==> src/rtl/stack_cpu_pkg.sv <==
// Shared types and instruction field positions for the stack CPU core.
package stack_cpu_pkg;

    localparam int OPC_MSB  = 7;
    localparam int OPC_LSB  = 5;
    localparam int ADDR_MSB = 4;

    typedef enum logic [2:0] {
        OP_ADD  = 3'b000,
        OP_SUB  = 3'b001,
        OP_AND  = 3'b010,
        OP_NOT  = 3'b011,
        OP_PUSH = 3'b100,
        OP_POP  = 3'b101,
        OP_JMP  = 3'b110,
        OP_JZ   = 3'b111
    } opcode_t;

    typedef enum logic [1:0] {
        S_FETCH = 2'd0,
        S_EXEC  = 2'd1,
        S_HALT  = 2'd2
    } state_t;

endpackage

==> src/rtl/operand_stack.sv <==
// Register-file operand stack; sp counts valid entries and indices wrap modulo DEPTH.
module operand_stack #(
    parameter int DEPTH  = 8,
    parameter int DATA_W = 8
) (
    input  logic                     clk,
    input  logic                     rst,
    input  logic                     i_push,
    input  logic                     i_pop,
    input  logic                     i_replace_top,
    input  logic                     i_replace_next,
    input  logic [DATA_W-1:0]        i_data,
    output logic [DATA_W-1:0]        o_top,
    output logic [DATA_W-1:0]        o_next,
    output logic [$clog2(DEPTH):0]   o_sp
);

    localparam int IDX_W = $clog2(DEPTH);
    localparam int SP_W  = IDX_W + 1;

    logic [DATA_W-1:0] r_mem [DEPTH];
    logic [SP_W-1:0]   r_sp;
    logic [IDX_W-1:0]  w_push_idx;
    logic [IDX_W-1:0]  w_top_idx;
    logic [IDX_W-1:0]  w_next_idx;

    // sp=0 reads land on the last entry because the index arithmetic wraps.
    assign w_push_idx = r_sp[IDX_W-1:0];
    assign w_top_idx  = w_push_idx - IDX_W'(1);
    assign w_next_idx = w_push_idx - IDX_W'(2);

    assign o_top  = r_mem[w_top_idx];
    assign o_next = r_mem[w_next_idx];
    assign o_sp   = r_sp;

    always_ff @(posedge clk) begin
        if (rst) begin
            r_sp <= '0;
            // NOTE: the stack array is reset explicitly so reads below sp are defined after reset.
            for (int i = 0; i < DEPTH; i++) r_mem[i] <= '0;
        end else begin
            if (i_push)         r_mem[w_push_idx] <= i_data;
            if (i_replace_top)  r_mem[w_top_idx]  <= i_data;
            if (i_replace_next) r_mem[w_next_idx] <= i_data;
            if (i_push)         r_sp <= r_sp + SP_W'(1);
            else if (i_pop)     r_sp <= r_sp - SP_W'(1);
        end
    end

endmodule

==> src/rtl/stack_cpu_core.sv <==
// Two-cycle FETCH/EXEC stack CPU driving a 32x8 unified memory.
// Define STACK_CHECK_EN to trap stack under/overflow into a HALT state.
module stack_cpu_core
    import stack_cpu_pkg::*;
#(
    parameter int STACK_DEPTH = 8,
    parameter int ADDR_W      = 5,
    parameter int DATA_W      = 8
) (
    input  logic                          clk,
    input  logic                          rst,
    output logic [ADDR_W-1:0]             mem_address,
    output logic                          mem_write_enable,
    output logic [DATA_W-1:0]             mem_write_data,
    input  logic [DATA_W-1:0]             mem_read_data,
    output logic [ADDR_W-1:0]             pc,
    output logic [$clog2(STACK_DEPTH):0]  sp,
    output logic                          instr_done,
    output logic                          halted
);

    localparam int SP_W = $clog2(STACK_DEPTH) + 1;

    state_t             r_state;
    state_t             w_next_state;
    logic [ADDR_W-1:0]  r_pc;
    logic [DATA_W-1:0]  r_ir;
    opcode_t            w_opcode;
    logic [ADDR_W-1:0]  w_target;
    logic [DATA_W-1:0]  w_top;
    logic [DATA_W-1:0]  w_next;
    logic [DATA_W-1:0]  w_alu;
    logic [SP_W-1:0]    w_sp;
    logic               w_push;
    logic               w_pop;
    logic               w_replace_top;
    logic               w_replace_next;
    logic               w_pc_load;
    logic               w_we;
    logic               w_err;

    assign w_opcode = opcode_t'(r_ir[OPC_MSB:OPC_LSB]);
    assign w_target = r_ir[ADDR_MSB:0];

    operand_stack #(.DEPTH(STACK_DEPTH), .DATA_W(DATA_W)) u_stack (
        .clk            (clk),
        .rst            (rst),
        .i_push         (w_push),
        .i_pop          (w_pop),
        .i_replace_top  (w_replace_top),
        .i_replace_next (w_replace_next),
        .i_data         (w_alu),
        .o_top          (w_top),
        .o_next         (w_next),
        .o_sp           (w_sp)
    );

`ifdef STACK_CHECK_EN
    always_comb begin
        w_err = 1'b0;
        if (r_state == S_EXEC) begin
            unique case (w_opcode)
                OP_ADD, OP_SUB, OP_AND: w_err = (w_sp < SP_W'(2));
                OP_NOT, OP_POP, OP_JZ:  w_err = (w_sp == '0);
                OP_PUSH:                w_err = (w_sp == SP_W'(STACK_DEPTH));
                default:                w_err = 1'b0;
            endcase
        end
    end
    assign halted = (r_state == S_HALT);
`else
    assign w_err  = 1'b0;
    assign halted = 1'b0;
`endif

    always_comb begin
        // NOTE: every output of this block gets a default first, so no path can infer a latch.
        w_next_state   = r_state;
        mem_address    = r_pc;
        w_we           = 1'b0;
        instr_done     = 1'b0;
        w_push         = 1'b0;
        w_pop          = 1'b0;
        w_replace_top  = 1'b0;
        w_replace_next = 1'b0;
        w_pc_load      = 1'b0;
        w_alu          = w_top;
        unique case (r_state)
            S_FETCH: w_next_state = S_EXEC;
            S_EXEC: begin
                instr_done = 1'b1;
                if (w_opcode == OP_PUSH || w_opcode == OP_POP) mem_address = w_target;
                if (w_err) begin
                    w_next_state = S_HALT;
                end else begin
                    w_next_state = S_FETCH;
                    unique case (w_opcode)
                        OP_ADD:  begin w_alu = w_next + w_top; w_replace_next = 1'b1; w_pop = 1'b1; end
                        OP_SUB:  begin w_alu = w_next - w_top; w_replace_next = 1'b1; w_pop = 1'b1; end
                        OP_AND:  begin w_alu = w_next & w_top; w_replace_next = 1'b1; w_pop = 1'b1; end
                        OP_NOT:  begin w_alu = ~w_top; w_replace_top = 1'b1; end
                        OP_PUSH: begin w_alu = mem_read_data; w_push = 1'b1; end
                        OP_POP:  begin w_we = 1'b1; w_pop = 1'b1; end
                        OP_JMP:  w_pc_load = 1'b1;
                        OP_JZ:   w_pc_load = (w_top == '0);
                        default: ;
                    endcase
                end
            end
            S_HALT:  w_next_state = S_HALT;
            default: w_next_state = S_FETCH;
        endcase
    end

    // Reset must suppress the negedge write of a pop that is being aborted.
    assign mem_write_enable = w_we & ~rst;
    assign mem_write_data   = w_top;
    assign pc               = r_pc;
    assign sp               = w_sp;

    always_ff @(posedge clk) begin
        if (rst) begin
            r_state <= S_FETCH;
            r_pc    <= '0;
            r_ir    <= '0;
        end else begin
            r_state <= w_next_state;
            if (r_state == S_FETCH) begin
                r_ir <= mem_read_data;
                r_pc <= r_pc + ADDR_W'(1);
            end else if (w_pc_load) begin
                r_pc <= w_target;
            end
        end
    end

endmodule

==> config.mk <==
export PLATFORM = sky130hd
export DESIGN_NAME = stack_cpu_core
export DESIGN_NICKNAME = d
export VERILOG_FILES = /design/src/rtl/stack_cpu_pkg.sv /design/src/rtl/operand_stack.sv /design/src/rtl/stack_cpu_core.sv
export SDC_FILE = /design/constraint.sdc
export NUM_CORES = 1
export LEC_CHECK = 0
export CAP_MARGIN = 30
export CELL_PAD_IN_SITES_DETAIL_PLACEMENT = 0
export CELL_PAD_IN_SITES_GLOBAL_PLACEMENT = 2
export CORE_ASPECT_RATIO = 0.7
export CORE_MARGIN = 2
export CORE_UTILIZATION = 35
export CTS_CLUSTER_DIAMETER = 150
export DETAILED_ROUTE_END_ITERATION = 16
export PLACE_DENSITY = 0.82
export SLEW_MARGIN = 10
export SYNTH_ARGS = -nofsm -noshare
export SYNTH_HDL_FRONTEND = slang
export SYNTH_SLANG_ARGS = --single-unit
==> constraint.sdc <==
create_clock -name clk -period 4.05 [get_ports clk]
set_input_delay 0.6075 -clock clk [delete_from_list [all_inputs] [get_ports clk]]
set_output_delay 0.6075 -clock clk [all_outputs]
set_load 0.02 [all_outputs]
==> flow_metrics.py <==
metrics = {
    "floorplan": {
        "core_area_mm2": 0.0155,
        "fp-row-count": 38,
        "dieWidth_um": 154,
        "start_util_pct": 35.6,
        "pin_count": 35,
        "dieArea_mm2": 0.0168,
        "die_h_um": 109,
    },
    "placed_design": {
        "place_ws_ns": -0.0906,
        "place_area_mm2": 0.00637,
        "io_buffers": 33,
        "gp_congestion": 0.859,
        "dp_hpwl_mm": 12.8,
    },
    "logic_synthesis": {
        "synthDistinctLibCells": 58,
        "avgSynthCellArea_um2": 10.1,
        "synthCells": 545,
        "synth_seq_area_share_pct": 41.8,
        "ys_async_sr_fraction_pct": 0,
        "synth.largest_area_cell": "edfxtp_1",
        "synth_area_leaders": "edfxtp_1 (35%), mux4_2 (9.8%), dfxtp_1 (6.9%)",
        "ys_ff_latch": 83,
        "synth_area_mm2": 0.00551,
        "synth-main-ff-cell": "edfxtp_1",
        "synth_top_area_share_pct": 34.9,
        "syn_nets": 570,
        "yosys_warnings": 0,
        "synth_edf_count": 64,
    },
    "timing": {
        "period_needed_ns": 4.03,
        "tns_ns": 0,
        "slew_headroom_pct": 37.0,
        "maxSlewViolCount": 0,
        "rsz0062_at_grt": "true",
        "finalClockSkew_ns": 0.0105,
        "worst_slew_pin_slew_ns": 0.937,
        "fmax_mhz": 248,
        "hold_violations": 0,
        "setup_slack_ns": 0.0174,
        "timing.final.crit_share_pct": 99.6,
        "setup_viol": 0,
    },
    "global_routing": {
        "grt_pass1_vias": 4233,
        "antenna_found_initial": 0,
        "grt_max_degree": 32,
        "overflow": 0,
        "grt_pass1_wl_mm": 26.3,
        "grtUsageTotal_pct": 21.2,
    },
    "cells_and_area": {
        "final_cell_area_mm2": 0.00692,
        "antennaDiodeCount": 0,
        "final_cell_mix": "nor2_1 (66), nand2_1 (65), edfxtp_1 (64)",
        "area_delta_synth_final_pct": 25.6,
        "fin_util_pct": 44.8,
        "nets": 640,
        "drive_gt1_share_pct": 24.0,
        "layout_commonest_cell": "nor2_1",
        "fillCellCount": 1451,
    },
    "cts": {
        "cts_max_level": 3,
        "cts-root-buf": "clkbuf_16",
        "cts_tree": "yes",
        "cts_inserted_buffers": 9,
        "clk_pin_slew_ns": 0.07,
        "clockBufferDepth": 2,
        "cts_sinks": 83,
        "clock_latency_ns": 0.35,
    },
    "pwr": {
        "pwr_density_cell_mw_per_mm2": 527,
        "p_leak_nw": 2.50,
        "peakVddDrop_mv": 0.217,
        "total_power_mw": 3.64,
    },
    "worst_setup_path": {
        "crit_chain": "inv_4 > ha_4 > mux4_2 > nor4_4 > o21bai_4 > o21ai_2 > xnor2_1 > ha_1 > or2_4 > a21oi_4 > a31oi_4 > or4b_1 > mux2i_2 > nor3_4 > nor2_2",
        "max_stage_delay_ns": 0.57,
        "crit_arrival_ns": 4.24,
        "crit_path_max_fanout": 8,
        "crit_path_end_kind": "register",
        "criticalPathCategory": "reg -> reg",
        "critPathBufInv": 1,
        "slowest_stage": "mux4_2",
        "start_kind": "register",
        "critPathTopFamily": "simple AND/OR/NAND/NOR gates",
        "worst_ep_required_time_ns": 4.25,
    },
    "detailed_routing": {
        "drc": 0,
        "routedWlPerCell_um": 21.2,
        "drt_iter0_drc": 507,
        "via_per_inst": 5.73,
        "via_count": 4696,
        "firstDrtPassIters": 7,
        "ant_nets": 0,
        "wl_mm": 17.4,
    },
    "outcome": {
        "status": "completed",
    },
    "hold_path": {
        "hold_path_class": "reg -> reg",
    },
    "flow_run": {
        "max-cap-violations": 0,
    },
}
==> layout make-up <==
cell class                 instances  area, µm²  share of cell area [%]
clock buffer                       9        225                    3.26
clock inverter                     7       50.0                   0.724
timing repair buffer              87        785                    11.3
inverter                          17       66.3                   0.959
multi-input combinational        417       3230                    46.7
sequential                        83       2310                    33.4
tap                              200        250                    3.62
==> stage by stage <==
stage                     std cells  hold WS (ns)
after global placement          789         0.458
after detailed placement        789         0.471
after CTS                       807         0.482
final                           820         0.485
after floorplan                 545         0.445
after global routing            820         0.500
==> tightest hold or removal path, delay by kind of cell, from the launching register on <==
family | cells | cell delay (ns)
AOI/OAI and AO/OA | 1 | 0.06
and+or+nand+nor | 1 | 0.06
DFF | 1 | 0.32
==> report_power, final <==
group          leakage (nW)  internal [mW]  switching, mW
Clock                 0.130          0.418          0.368
Combinational          1.55          0.814           1.04
Sequential            0.820          0.968         0.0347
Total                  2.50           2.20           1.44
==> final timing paths <==
check | start | end | slack (ns) | cells after the start
worst min register to register | r_ir[1] | r_ir[1] | 0.48 | 2
worst min-delay path | r_ir[1] | r_ir[1] | 0.48 | 2
worst max register to register | u_stack.o_sp[0] | u_stack.r_mem[6][7] | 0.02 | 15
worst max-delay path | u_stack.o_sp[0] | u_stack.r_mem[6][7] | 0.02 | 15
==> synth_stat cells (all sizes together), types with 7 or more instances <==
library cell	count
nand2b	9
a21oi	35
ha	13
mux4	27
nand2	66
nand3	14
mux2i	20
dfxtp	19
buf	12
a31oi	11
inv	17
or3	7
clkbuf	16
mux2	9
nor2	68
edfxtp	64
xnor2	10
nor3	33
o21ai	31
==> per-layer routing <==
layer	track usage, %	wire [µm]	up-vias
met3	3.50	1200	15
met5	0	0	-
met4	4.74	160	0
met2	29.1	7170	190
li1	-	-	2160
met1	34.4	8850	2331
==> sequential cells by signal (all words and copies together) (netlist names) <==
| register | cells |
|---|---|
| u_stack.r_mem | 64 |
| r_ir | 8 |
| pc | 5 |
| u_stack.o_sp | 4 |
| r_state | 2 |
==> what timing repair did <==
action	in CTS	in global routing
hold endpoints to repair	0	0
gates cloned	0	0
resized for setup	12	25
buffers inserted	2	14
pin swaps	4	21
hold buffers	0	0
endpoints found under the setup margin	14	32
==> logic make-up after synthesis <==
logic type / count (synthesis) / share of synthesized area (%)
compound gates: 105 / 12.2
xor+xnor: 15 / 2.52
fa+ha+maj: 15 / 3.68
buf+inv: 45 / 3.84
flops: 83 / 41.8
mux: 56 / 16.9
other cells: 1 / 0.0681
simple gates: 225 / 19.0
No activity file was read; power rests on OpenSTA's default activity.
